`src/rtl/pyr_clk_pkg.sv`:
```
// Shared types and helpers for the pyramid clock-enable generator.
// Holds the channel FSM encoding and the per-level reset ratio function.
package pyr_clk_pkg;

  localparam int MAX_CH = 8;

  typedef enum logic {
    RUN  = 1'b0,
    PEND = 1'b1
  } ch_state_t;

  // Level k divides by 2^(k+1), saturated to the widest counter value.
  function automatic longint unsigned reset_div(
    input int k,
    input int cnt_w
  );
    longint unsigned v;
    longint unsigned m;
    v = 64'd2 << k;
    m = (64'd1 << cnt_w) - 64'd1;
    return (v < m) ? v : m;
  endfunction

endpackage

```
`src/rtl/pyr_clk_en_ch.sv`:
```
// One divider channel: counter, divisor/shadow, RUN/PEND FSM, output flops.
// PYR_SYNC_LOAD_EN: defer loads to the terminal count (else apply next edge).
module pyr_clk_en_ch
  import pyr_clk_pkg::*;
#(
  parameter int CNT_W  = 8,
  parameter int CH_IDX = 0
) (
  input  logic             clk,
  input  logic             reset,
  input  logic             en_i,
  input  logic             sync_clr_i,
  input  logic             div_load_i,
  input  logic [CNT_W-1:0] div_val_i,
  output logic             ce_o,
  output logic             clk_out_o,
  output logic             busy_o
);

  localparam logic [CNT_W-1:0] ONE = CNT_W'(1);
  localparam logic [CNT_W-1:0] RST_DIV =
    CNT_W'(reset_div(CH_IDX, CNT_W));

  ch_state_t        state_q, state_d;
  logic [CNT_W-1:0] cnt_q, cnt_d;
  logic [CNT_W-1:0] div_q, div_d;
  logic [CNT_W-1:0] sh_q, sh_d;
  logic             ce_q, ce_d;
  logic             co_q, co_d;

  logic [CNT_W-1:0] div_eff;
  logic [CNT_W-1:0] term_val;
  logic [CNT_W-1:0] half;
  logic             term;

  // N=0 behaves as N=1; D-1 stays in CNT_W bits so all-ones is legal.
  assign div_eff  = (div_q == '0) ? ONE : div_q;
  assign term_val = div_eff - ONE;
  assign half     = div_eff >> 1;
  assign term     = (cnt_q == term_val);

`ifndef PYR_SYNC_LOAD_EN
  logic sh_one;
  assign sh_one = (sh_q <= ONE);
`endif

  // State and output registers.
  always_ff @(posedge clk or posedge reset) begin
    if (reset) begin
      state_q <= RUN;
      cnt_q   <= '0;
      div_q   <= RST_DIV;
      sh_q    <= '0;
      ce_q    <= 1'b0;
      co_q    <= 1'b0;
    end else begin
      state_q <= state_d;
      cnt_q   <= cnt_d;
      div_q   <= div_d;
      sh_q    <= sh_d;
      ce_q    <= ce_d;
      co_q    <= co_d;
    end
  end

  // Counting, load FSM and output next-state.
  always_comb begin
    state_d = state_q;
    cnt_d   = cnt_q;
    div_d   = div_q;
    sh_d    = sh_q;
    ce_d    = 1'b0;
    co_d    = co_q;
    if (sync_clr_i) begin
      cnt_d   = '0;
      co_d    = 1'b0;
      state_d = RUN;
      if (state_q == PEND) begin
        div_d = sh_q;
      end
    end else begin
      if (en_i) begin
        ce_d  = term;
        co_d  = (cnt_q < half);
        cnt_d = term ? '0 : cnt_q + ONE;
      end
      if (en_i && term && div_load_i) begin
        div_d   = div_val_i;
        state_d = RUN;
      end else if (div_load_i) begin
        sh_d    = div_val_i;
        state_d = PEND;
      end else if (state_q == PEND) begin
`ifdef PYR_SYNC_LOAD_EN
        if (en_i && term) begin
          div_d   = sh_q;
          state_d = RUN;
        end
`else
        div_d   = sh_q;
        state_d = RUN;
        if (en_i) begin
          cnt_d = sh_one ? '0 : ONE;
          ce_d  = sh_one;
          co_d  = !sh_one;
        end else begin
          cnt_d = '0;
          co_d  = 1'b0;
        end
`endif
      end
    end
  end

  assign ce_o      = ce_q;
  assign clk_out_o = co_q;
  assign busy_o    = (state_q == PEND);

endmodule

```
`src/rtl/pyr_clk_en_gen.sv`:
```
// Multi-channel single-domain clock-enable generator for the LK pyramid.
// Load timing selected by PYR_SYNC_LOAD_EN (see pyr_clk_en_ch).
module pyr_clk_en_gen
  import pyr_clk_pkg::*;
#(
  parameter int NUM_CH = 3,
  parameter int CNT_W  = 8
) (
  input  logic                    clk,
  input  logic                    reset,
  input  logic                    en,
  input  logic                    sync_clr,
  input  logic [NUM_CH-1:0]       div_load,
  input  logic [NUM_CH*CNT_W-1:0] div_val,
  output logic [NUM_CH-1:0]       ce,
  output logic [NUM_CH-1:0]       clk_out,
  output logic [NUM_CH-1:0]       busy
);

  for (genvar k = 0; k < NUM_CH; k++) begin : g_ch
    pyr_clk_en_ch #(
      .CNT_W  (CNT_W),
      .CH_IDX (k)
    ) u_ch (
      .clk        (clk),
      .reset      (reset),
      .en_i       (en),
      .sync_clr_i (sync_clr),
      .div_load_i (div_load[k]),
      .div_val_i  (div_val[k*CNT_W +: CNT_W]),
      .ce_o       (ce[k]),
      .clk_out_o  (clk_out[k]),
      .busy_o     (busy[k])
    );
  end

endmodule
```
`config.mk`:
```
export PLATFORM = sky130hd
export DESIGN_NAME = pyr_clk_en_gen
export DESIGN_NICKNAME = d
export VERILOG_FILES = /design/src/rtl/pyr_clk_pkg.sv /design/src/rtl/pyr_clk_en_ch.sv /design/src/rtl/pyr_clk_en_gen.sv
export SDC_FILE = /design/constraint.sdc
export NUM_CORES = 1
export LEC_CHECK = 0
export CORE_UTILIZATION = 48
export CTS_BUF_LIST = sky130_fd_sc_hd__clkbuf_4 sky130_fd_sc_hd__clkbuf_8
export CTS_CLUSTER_SIZE = 28
export DETAILED_ROUTE_END_ITERATION = 8
export DONT_BUFFER_PORTS = 1
export GPL_TIMING_DRIVEN = 1
export PLACE_DENSITY = 0.74
export SLEW_MARGIN = 20
export SYNTH_ARGS = -nofsm -noshare
export SYNTH_HDL_FRONTEND = slang
export SYNTH_SLANG_ARGS = --single-unit
```
`constraint.sdc`:
```
create_clock -name clk -period 2.9 [get_ports clk]
set_input_delay 0.435 -clock clk [delete_from_list [all_inputs] [get_ports clk]]
set_output_delay 0.435 -clock clk [all_outputs]
set_load 0.1 [all_outputs]
```
Word level (Yosys, flattened, before mapping)
Index checks and enable logic that the tools add are counted.

$add $sub $neg: 6. Order comparisons: 6. Equal/unequal tests: 6. Mux-type cells: 84. Bitwise gates (word level): 4. Reductions and logical operators: 15.

Operators with widths (number): 8-bit two-way mux (36); 1-bit two-way mux (48); 8-bit by 1-bit adder with 8-bit output, second input constant (3); 8-bit == test (3); 8-bit by 1-bit <= comparator with 1-bit output, second input constant (3); 8-bit logical NOT (3); 8-bit by 7-bit less-than comparator with 1-bit output (3); 8-bit by 1-bit subtractor with 8-bit output, second input constant (3); 3-bit by 2-bit inequality test with 1-bit output, second input constant (3); 3-bit AND reduction (3); 1-bit logical AND (6); 1-bit inverter (4); 1-bit logical NOT (3).

Bits in registers: 81. Input port bits: 31. Output and inout bits: 9. Word-level logic and storage cells: 139.

Depth between registers and ports, before layout
Depth after elaboration: 10. Depth in mapped cells: 13. Mapped depth without buffers: 11.

Modules after synthesis
From an unflattened synthesis, not the netlist that was laid out.

Cells, all modules: 548. Area total of the unflattened synthesis: 5212.5 µm².

Modules (own cells, without submodules): pyr_clk_en_ch at g_ch[0].u_ch ... (instances 2, cells an instance 195, area an instance 1769.2 µm², seq. area each 676.9 µm²); pyr_clk_en_ch at g_ch[2].u_ch (instances 1, cells an instance 158, area an instance 1674.1 µm², seq. area each 676.9 µm²).

Worst setup path before layout
OpenSTA, ideal clock, no wires.

Path kind: register to register. Start point: reg g_ch[1].u_ch.div_q[3]. End point: reg g_ch[1].u_ch.div_q[0]. Setup time: 0.136 ns. Arrival time: 3.025 ns. Slack: -0.261 ns. Cell stages (with the launch flop): 13. Path buffers: 2. Cell sequence: dfrtp_1 or4_4 nor4_4 nor2_1 ha_1 xnor2_1 a2111oi_0 nand3_1 or4_4 buf_6 buf_8 o22ai_1 a31oi_1.

Longest elaborated chain between the ends: 8. Elaborated cells between the ends (all ways): 9. Those cells by class: add/sub: 1; eq/ne: 2; mux: 3; reduce/logical: 3.

RTL lines: from (decl) (RTL line pyr_clk_en_ch.sv:26) `logic [CNT_W-1:0] div_q, div_d;`; from (signal assigned) (RTL line pyr_clk_en_ch.sv:59) `div_q <= div_d;`; 8-bit logical NOT (RTL line pyr_clk_en_ch.sv:37) `assign div_eff = (div_q == '0) ? ONE : div_q;`; 8-bit two-way mux (*) (RTL line pyr_clk_en_ch.sv:37); 8-bit by 1-bit subtractor with 8-bit output (*) (RTL line pyr_clk_en_ch.sv:38) `assign term_val = div_eff - ONE;`; 8-bit == test (*) (RTL line pyr_clk_en_ch.sv:40) `assign term = (cnt_q == term_val);`; 1-bit logical AND (*) (2 in a row) (RTL line pyr_clk_en_ch.sv:87) `if (en_i && term && div_load_i) begin`; 8-bit two-way mux (RTL line pyr_clk_en_ch.sv:87); 8-bit two-way mux (RTL line pyr_clk_en_ch.sv:74) `if (sync_clr_i) begin`.

Every way passes the cells marked *; elsewhere a longest branch is shown, timed or not. A chain may end at the register's enable or synchronous reset.

Worst setup path in the final report
Start point: reg g_ch[1].u_ch.div_q[6]. End point: reg g_ch[1].u_ch.div_q[7].

The elaborated chain is that of the path after synthesis.

==> out/metrics.cfg <==
[die]
placementRows=36
dieArea_um2=10700
initial_utilization_pct=50.1
die_x_um=103
ios=40
core-area_um2=9860
die_y_um=103

[power_and_ir_drop]
total_power_w=0.00323
ir_worst_vdd_v=0.000386
powerDensity_nw_per_um2=569
power.leakage_nw=2.61

[synthesis]
synthesis.nets=551
ys_top_cells_by_count=78 x dfrtp_1, 35 x nor2_1, 30 x inv_1
ys_warn_count=0
synth.distinct_cells=64
synth.most_common_cell=dfrtp_1
netlist_instances=496
synth-seq-cells=81
synth_top_flop_cell=dfrtp_1
synth_edf_count=0
yosysTopAreaCell=dfrtp_1
synth.area.top_cells=dfrtp_1 39%, ha_1 6.1%, mux2_2 5.7%, xor2_1 4.3%, o22ai_1 3.0%
synth_area_um2=4940
syn_area_per_cell_um2=9.97
synth_top_cell_area_share_pct=39.5
synthArstFlopShare_pct=100
synth-seq-area-share_pct=41.1

[worst_setup_path]
worst-path-buf-inv=0
critPathLaunch=g_ch[1].u_ch.div_q[6]
cp.depth=11
max_stage_delay_ns=0.61
required_ns=3.10
crit_slowest_cell=or4_4
critPathMaxFanout=8
cpLargestDelayFamily=simple AND/OR/NAND/NOR gates
timing.rr.start=g_ch[1].u_ch.div_q[6]
worstSetupEndpointType=flip-flop
crit_arrival_ns=3.26
ff2ff_path_depth=11
path_cells=or4_4 > nor4_4 > nor2_1 > ha_2 > and2_4 > o21ai_2 > a21oi_2 > a221o_1 > or4_4 > o22ai_2 > a31oi_1
crit_type=flip-flop to flip-flop
crit_path_start_kind=flip-flop
path_common_cell=or4_4

[placement]
place_ws_ns=-0.284
place.port_buffers=0
globalplace.congestion=0.968
hpwl_um=8120
place_inst=626

[grt]
grt_max_degree=45
grt_pass1_vias=3846
gr-usage-all-layers_pct=23.8
grt_pass1_wl_um=19200
gr-total-overflow=0
antenna_found_initial=0

[routing]
ant_nets=0
routed_wl_um=11900
drt-initial-drc-count=201
route.vias.total=3918
viasPerCell=6.02
drc=0
first_pass_iters=5
wl_per_cell_um=18.3

[final_layout]
drive_above_1_share_pct=26.3
diodes=0
post-route-util_pct=57.5
fin_nets=568
fillerInstances=828
syn_to_final_growth_pct=14.7
instances_no_fill=651

[sta]
period_needed_ns=3.05
rsz0062_at_grt=yes
setup_slack_ns=-0.154
fin_crit_sh_pct=105
slew_viol_final=0
setup_tns_ns=-2.81
finalHoldViolations=0
setup_violations=24
fin_skew_ns=0.0107
slew_headroom_pct=37.6
max_freq_ghz=0.327
tightestPinTransition_ns=0.936

[min_path]
hold_class=input port to asynchronous set/reset pin

[status]
violations=negative setup slack
status=finished with violations

[clock_tree]
clk_pin_slew_ns=0.09
cts_root_buf=clkbuf_8
cts_buffers=9
cts_tree=done
clock_path_buffers=2
clock_latency_ns=0.36
htreeDepth=3
cts.sinks=81

[flow_run]
cap_violations=0

[layer usage]
| metal | share of wire [%] | track usage [%] | vias up |
|---|---|---|---|
| met2 | 48 | 37.8 | 133 |
| met5 | 0 | 0 | - |
| li1 | - | - | 1831 |
| met4 | 2.1 | 10.8 | 0 |
| met3 | 5.8 | 4.37 | 21 |
| met1 | 44 | 31.6 | 1933 |
[path summary, 6_finish.rpt]
kind,endpoint,slack [ns]
max reg2reg,g_ch[1].u_ch.div_q[7],-0.15
min,g_ch[0].u_ch.cnt_q[0],0.08
max in group asynchronous,g_ch[1].u_ch.div_q[2],2.08
max,g_ch[1].u_ch.div_q[7],-0.15
min in group clk,g_ch[1].u_ch.cnt_q[0],0.13
min reg2reg,g_ch[2].u_ch.sh_q[0],0.52
[per-stage QoR]
step | instance area, µm² | hold WS (ns)
2_1_floorplan | 4990 | 0.471
6_report | 5670 | 0.0795
4_1_cts | 5470 | 0.0948
3_3_place_gp | 5180 | 0.477
5_1_grt | 5670 | 0.0986
3_5_place_dp | 5180 | 0.488
[cell type report]
class	instances	area, µm²	share of cell area [%]
Inverter	31	118	2.07
Timing Repair Buffer	34	280	4.94
Tap cell	133	166	2.93
Sequential cell	81	2030	35.8
Clock buffer	12	146	2.58
Multi-Input combinational cell	356	2880	50.7
Clock inverter	4	53.8	0.949
[cell families after synthesis]
kind of cell / Yosys count / share of synthesized area, %
buffers and inverters: 60 / 6.05
adder cells (fa/ha/maj): 24 / 6.07
multiplexers: 37 / 8.12
AO/OA/AOI/OAI: 104 / 14.6
flip-flops: 81 / 41.1
AND/OR/NAND/NOR: 150 / 17.0
XOR/XNOR: 40 / 7.09
[sequential cells by signal, summed over array words and instances, names as in the netlist]
name                 cells
g_ch.u_ch.clk_out_o      3
g_ch.u_ch.div_q         24
g_ch.u_ch.busy_o         3
g_ch.u_ch.sh_q          24
g_ch.u_ch.ce_o           3
g_ch.u_ch.cnt_q         24
[cell usage in the layout, fill, tap and decap left out, types with 4 or more instances in the layout]
cell,Yosys,routed
nor2b_1,5,5
nor3_1,8,6
mux2_2,25,23
a21o_1,13,13
nor4_1,6,5
nor2_1,35,30
ha_1,24,22
o21ai_0,8,6
o22ai_2,0,13
a211o_1,5,5
buf_4,10,32
or4_4,2,4
a31oi_1,17,16
xnor2_1,16,16
inv_1,30,29
nand2b_1,11,11
or4_1,7,6
xor2_1,24,24
nand2_1,21,21
and2_1,9,8
and3_1,5,5
nand4_1,10,10
or3_1,5,4
dfrtp_1,78,78
clkbuf_8,0,9
nand3_1,9,9
o22ai_1,24,8
nand3b_1,4,4
a21oi_1,11,8
mux2i_1,12,12
[worst reg2reg max path: stages, from the launching register on]
cell and delay, ns:
dfrtp_1 0.39, or4_4 0.56, nor4_4 0.16, nor2_1 0.09
ha_2 0.19, and2_4 0.15, o21ai_2 0.12, a21oi_2 0.07
a221o_1 0.34, or4_4 0.61, o22ai_2 0.16, a31oi_1 0.08
[timing repair]
action / CTS / global route
gates cloned: 1 / 1
endpoints found under the setup margin: 27 / 65
resized for setup: 13 / 34
pin swaps: 11 / 20
hold buffers: 0 / 0
buffers inserted: 2 / 5
[power breakdown]
group          leakage, nW  switching (W)  internal (W)
clock network       0.0975       0.000427      0.000431
registers             1.00       0.000184       0.00128
logic                 1.51       0.000480      0.000429
total                 2.61        0.00109       0.00214
(Power assumes the default switching activity.)
